<file path="src/rtl/meta_merge_arbiter.sv">
// ---------------------------------------------------------------------------
// meta_merge_arbiter
//   Merges N_IN metadata channels onto one output stream. A round-robin
//   arbiter picks one valid channel per cycle. The chosen flit goes into a
//   2-entry in-order FIFO that drives the output. Payload bits are carried
//   opaquely and are never inspected.
//
// Ports
//   Clk, Rst_n            clock, async active-low reset
//   in_meta_data          N_IN packed flits, slice i = channel i
//   in_meta_valid/ready   per-channel handshake
//   out_meta_data/valid   merged stream (FIFO head)
//   out_meta_ready        downstream ready
//   out_meta_almost_full  downstream throttle; blocks new acceptance only
//   stats_in_meta         accepted input flits (wraps at 2^32)
//   stats_out_meta        delivered output flits (wraps at 2^32)
// ---------------------------------------------------------------------------
package meta_merge_pkg;
  typedef struct packed {
    logic [7:0]  src;
    logic [7:0]  qid;
    logic [15:0] tag;
  } metadata_t;
endpackage

module meta_merge_arbiter #(
  parameter int META_W = $bits(meta_merge_pkg::metadata_t),
  parameter int N_IN   = 4
) (
  input  logic                   Clk,
  input  logic                   Rst_n,
  input  logic [N_IN*META_W-1:0] in_meta_data,
  input  logic [N_IN-1:0]        in_meta_valid,
  output logic [N_IN-1:0]        in_meta_ready,
  output logic [META_W-1:0]      out_meta_data,
  output logic                   out_meta_valid,
  input  logic                   out_meta_ready,
  input  logic                   out_meta_almost_full,
  output logic [31:0]            stats_in_meta,
  output logic [31:0]            stats_out_meta
);

  localparam int IDX_W = (N_IN > 1) ? $clog2(N_IN) : 1;

  logic [N_IN-1:0][META_W-1:0] din_arr;
  assign din_arr = in_meta_data;

  // State
  logic [1:0]              occ_q, occ_d;
  logic [IDX_W-1:0]        rr_ptr_q, rr_ptr_d;
  logic                    rd_q, rd_d;
  logic [1:0][META_W-1:0]  mem_q;
  logic [31:0]             stats_in_q, stats_out_q;

  // Arbitration
  logic                    gnt_vld;
  logic [IDX_W-1:0]        gnt_idx;
  logic                    can_accept;
  logic                    push, pop;
  logic                    wr_idx;

  // Two descending scans. The second scan covers channels at or above
  // rr_ptr and overrides the first. The result is the lowest valid index
  // >= rr_ptr, or, failing that, the lowest valid index below rr_ptr.
  always_comb begin
    gnt_vld = 1'b0;
    gnt_idx = '0;
    for (int i = N_IN - 1; i >= 0; i--) begin
      if (in_meta_valid[i] && (i < int'(rr_ptr_q))) begin
        gnt_vld = 1'b1;
        gnt_idx = IDX_W'(i);
      end
    end
    for (int i = N_IN - 1; i >= 0; i--) begin
      if (in_meta_valid[i] && (i >= int'(rr_ptr_q))) begin
        gnt_vld = 1'b1;
        gnt_idx = IDX_W'(i);
      end
    end
  end

  // can_accept looks only at registered occupancy and the throttle. A pop in
  // the same cycle does not free a slot, so ready never depends on
  // out_meta_ready. Rst_n gates it so ready stays low while reset is held.
  assign can_accept = Rst_n & ~out_meta_almost_full & (occ_q != 2'd2);
  assign push       = can_accept & gnt_vld;
  assign pop        = (occ_q != 2'd0) & out_meta_ready;
  assign wr_idx     = rd_q ^ occ_q[0];

  always_comb begin
    in_meta_ready = '0;
    if (push) in_meta_ready[gnt_idx] = 1'b1;
  end

  always_comb begin
    occ_d    = occ_q;
    rr_ptr_d = rr_ptr_q;
    rd_d     = rd_q ^ pop;
    case ({push, pop})
      2'b10:   occ_d = occ_q + 2'd1;
      2'b01:   occ_d = occ_q - 2'd1;
      default: occ_d = occ_q;
    endcase
    if (push) rr_ptr_d = (gnt_idx == IDX_W'(N_IN - 1)) ? '0 : gnt_idx + 1'b1;
  end

  always_ff @(posedge Clk or negedge Rst_n) begin
    if (!Rst_n) begin
      occ_q       <= '0;
      rr_ptr_q    <= '0;
      rd_q        <= 1'b0;
      stats_in_q  <= '0;
      stats_out_q <= '0;
    end else begin
      occ_q    <= occ_d;
      rr_ptr_q <= rr_ptr_d;
      rd_q     <= rd_d;
      if (push) stats_in_q  <= stats_in_q + 32'd1;
      if (pop)  stats_out_q <= stats_out_q + 32'd1;
    end
  end

  // The FIFO storage is also cleared, so out_meta_data reads 0 in reset.
  always_ff @(posedge Clk or negedge Rst_n) begin
    if (!Rst_n) begin
      mem_q <= '0;
    end else if (push) begin
      mem_q[wr_idx] <= din_arr[gnt_idx];
    end
  end

  assign out_meta_valid = (occ_q != 2'd0);
  assign out_meta_data  = mem_q[rd_q];
  assign stats_in_meta  = stats_in_q;
  assign stats_out_meta = stats_out_q;

endmodule
</file>
<file path="config.mk">
export PLATFORM = sky130hd
export DESIGN_NAME = meta_merge_arbiter
export DESIGN_NICKNAME = d
export VERILOG_FILES = /design/src/rtl/meta_merge_arbiter.sv
export SDC_FILE = /design/constraint.sdc
export NUM_CORES = 1
export LEC_CHECK = 0
export CORE_ASPECT_RATIO = 0.6
export CORE_MARGIN = 2
export CORE_UTILIZATION = 25
export CTS_BUF_LIST = sky130_fd_sc_hd__clkbuf_2
export DETAILED_ROUTE_END_ITERATION = 10
export GPL_TIMING_DRIVEN = 1
export PLACE_DENSITY = 0.56
export SLEW_MARGIN = 20
export SYNTH_ARGS = -nofsm -noshare
export SYNTH_HDL_FRONTEND = slang
export SYNTH_SLANG_ARGS = --single-unit
</file>
<file path="constraint.sdc">
create_clock -name Clk -period 2.7 [get_ports Clk]
set_input_delay 0.405 -clock Clk [delete_from_list [all_inputs] [get_ports Clk]]
set_output_delay 0.405 -clock Clk [all_outputs]
set_load 0.02 [all_outputs]
</file>
==> impl_metrics.env <==
export IMPL_grt_pass1_wl_microns=34200
export IMPL_status="complete, but fails checks"
export IMPL_crit_path_end_kind="output pin"
export IMPL_grt_use_total_pct=15.6
export IMPL_root_buffer="clkbuf_2"
export IMPL_die_h_microns=132
export IMPL_p_leak_nw=4.47
export IMPL_pre_cts_ws_ns=-0.400
export IMPL_worstMarginPinSlew_ns=0.964
export IMPL_worstHoldPathType="in -> reg"
export IMPL_layout_drive_gt1_share_pct=17.1
export IMPL_synth_main_ff_cell="dfrtp_1"
export IMPL_core_area_sq_mm=0.0267
export IMPL_wire_per_inst_microns=17.5
export IMPL_fmax_mhz=357
export IMPL_slew_viol_final=0
export IMPL_dieWidth_microns=218
export IMPL_die_area_sq_mm=0.0289
export IMPL_crit_type="reg -> out"
export IMPL_rsz0062_at_grt="yes"
export IMPL_netlist_instances=623
export IMPL_area_delta_synth_final_pct=49.2
export IMPL_grt_max_degree=73
export IMPL_fin_total_pwr_w=0.00878
export IMPL_rrSetupSlack_ns=0.13
export IMPL_yosys_warnings=0
export IMPL_worstReg2RegEnd="mem_q[27]"
export IMPL_hpwlAfterDp_microns=15200
export IMPL_reg2reg_from="rr_ptr_q[1]"
export IMPL_whs_ns=0.340
export IMPL_wl_microns=22100
export IMPL_cp_endpoint="in_meta_ready[2]"
export IMPL_post_route_min_period_ns=2.80
export IMPL_cp_top_family="compound AO/OA/AOI/OAI gates"
export IMPL_clockBufferDepth=2
export IMPL_grt_overflow=0
export IMPL_numClockSinks=133
export IMPL_maxCapViolations=0
export IMPL_cts_buffers=17
export IMPL_grt_antenna_before_repair=1
export IMPL_worstSkewPairLatency_ns=0.71
export IMPL_h_tree_depth=4
export IMPL_reg2reg_depth=11
export IMPL_tritoncts="yes"
export IMPL_crit_fanout=5
export IMPL_cp_buffers_inverters=4
export IMPL_critPathLaunchType="flop"
export IMPL_cpMaxStageDelayCell="dfrtp_1"
export IMPL_multi_input_area_sq_mm=0.00336
export IMPL_final_cell_count_no_fill=1265
export IMPL_p_per_area_mw_per_mm2=857
export IMPL_portBuffers=236
export IMPL_synth_seq_cells=133
export IMPL_ir_drop_v=0.000352
export IMPL_fin_skew_ns=0.0277
export IMPL_hold_viol=0
export IMPL_io_pins=237
export IMPL_grt_pass1_vias=5943
export IMPL_crit_arrival_ns=2.39
export IMPL_layout_setup_ws_ns=-0.0985
export IMPL_setup_viol=4
export IMPL_dp_cells=1215
export IMPL_failed_checks="setup timing"
export IMPL_place_congestion=0.771
export IMPL_ant_nets=0
export IMPL_synth_avg_cell_area_sq_um=11.0
export IMPL_dr_total_vias=5844
export IMPL_drt_iter0_drc=376
export IMPL_period_share_pct=104
export IMPL_critical_path_required_ns=2.30
export IMPL_path_cells="buf_4 > inv_1 > a221o_1 > o21a_4 > buf_4 > ha_4 > and2_4 > buf_6"
export IMPL_avgViaCountPerCell=4.62
export IMPL_crit_path_start="rr_ptr_q[0]"
export IMPL_ys_types=41
export IMPL_cpMostUsedCell="buf_4"
export IMPL_first_pass_iters=5
export IMPL_synthArstFlopShare_pct=100
export IMPL_drc_errors=0
export IMPL_rows=46
export IMPL_finalNetCount=1034
export IMPL_crit_cells=8
export IMPL_relSlewSlack_pct=35.7
export IMPL_ys_seq_area_share_pct=48.4
export IMPL_synth_edf_count=0
export IMPL_syn_area_sq_mm=0.00688
export IMPL_cts_clk_slew_worst_paths_ns=0.20
export IMPL_max_stage_delay_ns=0.43
export IMPL_syn_nets=766
export IMPL_final_seq_area_sq_mm=0.00333
export IMPL_initial_core_util_pct=25.7
export IMPL_fill_cells=2692
==> cell families (layout without fill, tap and decap cells) <==
logic type      after synthesis  count (layout)  synth area share [%]
xor+xnor                     68              68                  8.66
fa+ha+maj                     7               7                  1.27
compound gates               71              71                  8.92
other cells                   0               1                     0
simple gates                202             202                  14.2
mux                          96              96                  14.6
buf+inv                      46             327                  3.93
flops                       133             133                  48.4
==> area by class of cell <==
| cell class | instances | area share, % |
|---|---|---|
| antenna | 1 | 0.0244 |
| clock buffer | 17 | 0.830 |
| clock inverter | 15 | 1.59 |
| inverter | 12 | 0.488 |
| multi-input combinational | 444 | 32.8 |
| sequential | 133 | 32.5 |
| tap | 360 | 4.39 |
| timing repair buffer | 283 | 27.5 |
==> through the flow <==
stage               TNS, ns  util (%)  cell area, sq um
global placement      -3.65      36.7              9800
detailed placement    -5.75      36.7              9800
floorplan                 0         -              6880
CTS                   -1.10      38.0             10200
global route          -1.22      38.4             10300
finish               -0.282      38.4             10300
==> worst reg2reg max path: stages (launching register included) <==
cell and delay [ns]:
dfrtp_1 0.46, or3_4 0.41, a21oi_4 0.21, buf_6 0.16, buf_4 0.10, buf_4 0.09, buf_4 0.11, buf_4 0.13
buf_16 0.24, mux2i_2 0.30, buf_4 0.14, o221ai_1 0.10
==> synth_stat cells (6+ instances only) <==
cell      instances  area (sq um)
and3_1            9          56.3
and2_1            9          56.3
nand4_1          18           113
dfrtp_1         133          3330
mux2_2           32           360
buf_6             6          67.6
nand3_1          28           140
inv_1            11          41.3
buf_2            15          75.1
nand2_1          95           357
ha_1              7          87.6
xor2_1           20           175
xnor2_1          48           420
nor2_1           19          71.3
mux2i_1          64           641
o221ai_1         64           561
buf_4             8          60.1
==> metal layers <==
metal | up-vias | wire length, microns | part of all wire [%] | global-route usage [%]
met4 | 0 | 268 | 1.2 | 3.85
li1 | 2807 | - | - | -
met1 | 2813 | 9970 | 45 | 20.3
met2 | 209 | 10100 | 46 | 24.4
met3 | 15 | 1780 | 8.0 | 5.79
met5 | - | 0 | 0 | 0
==> cell usage in the layout, fill, tap and decap left out, types with 6 or more instances in the layout <==
cell,count
and2_1,6
and3_1,9
buf_12,8
buf_4,31
buf_6,8
clkbuf_2,33
clkdlybuf4s50_1,198
dfrtp_1,132
dlygate4sd2_1,12
inv_1,9
mux2_2,32
mux2i_1,60
nand2_1,95
nand3_1,28
nand4_1,18
nor2_1,19
o221ai_1,64
xnor2_1,48
xor2_1,20
==> where the power goes <==
group          switching [W]  internal, W  total [W]
Sequential          0.000373      0.00254    0.00291
Combinational        0.00238      0.00219    0.00457
Clock               0.000798     0.000502    0.00130
Total                0.00355      0.00523    0.00878
==> timing repair <==
| item | CTS | global route |
|---|---|---|
| cloned | 1 | 3 |
| hold buffers | 1 | 0 |
| pin swaps | 3 | 2 |
| setup endpoints to repair | 37 | 36 |
| buffers inserted | 6 | 6 |
| endpoints found under the hold margin | 61 | 0 |
| gates resized for setup | 76 | 44 |
==> state kept, by name (all words and copies together) (netlist names) <==
register / cells
occ_q: 2
stats_out_meta: 32
rr_ptr_q: 2
mem_q: 64
stats_in_meta: 32
rd_q: 1
==> worst min-delay path by stage <==
stage	slack [ns]	start	cells after the start	to
global route	0.23	out_meta_ready	3	stats_out_meta[0]
CTS	0.20	out_meta_ready	3	rd_q
detailed placement	0.47	mem_q[51]	2	mem_q[51]
finish	0.34	out_meta_ready	3	rd_q
floorplan	0.11	Rst_n	0	mem_q[0]
global placement	0.47	mem_q[62]	2	mem_q[62]
Power figures use the tool's default switching activity.
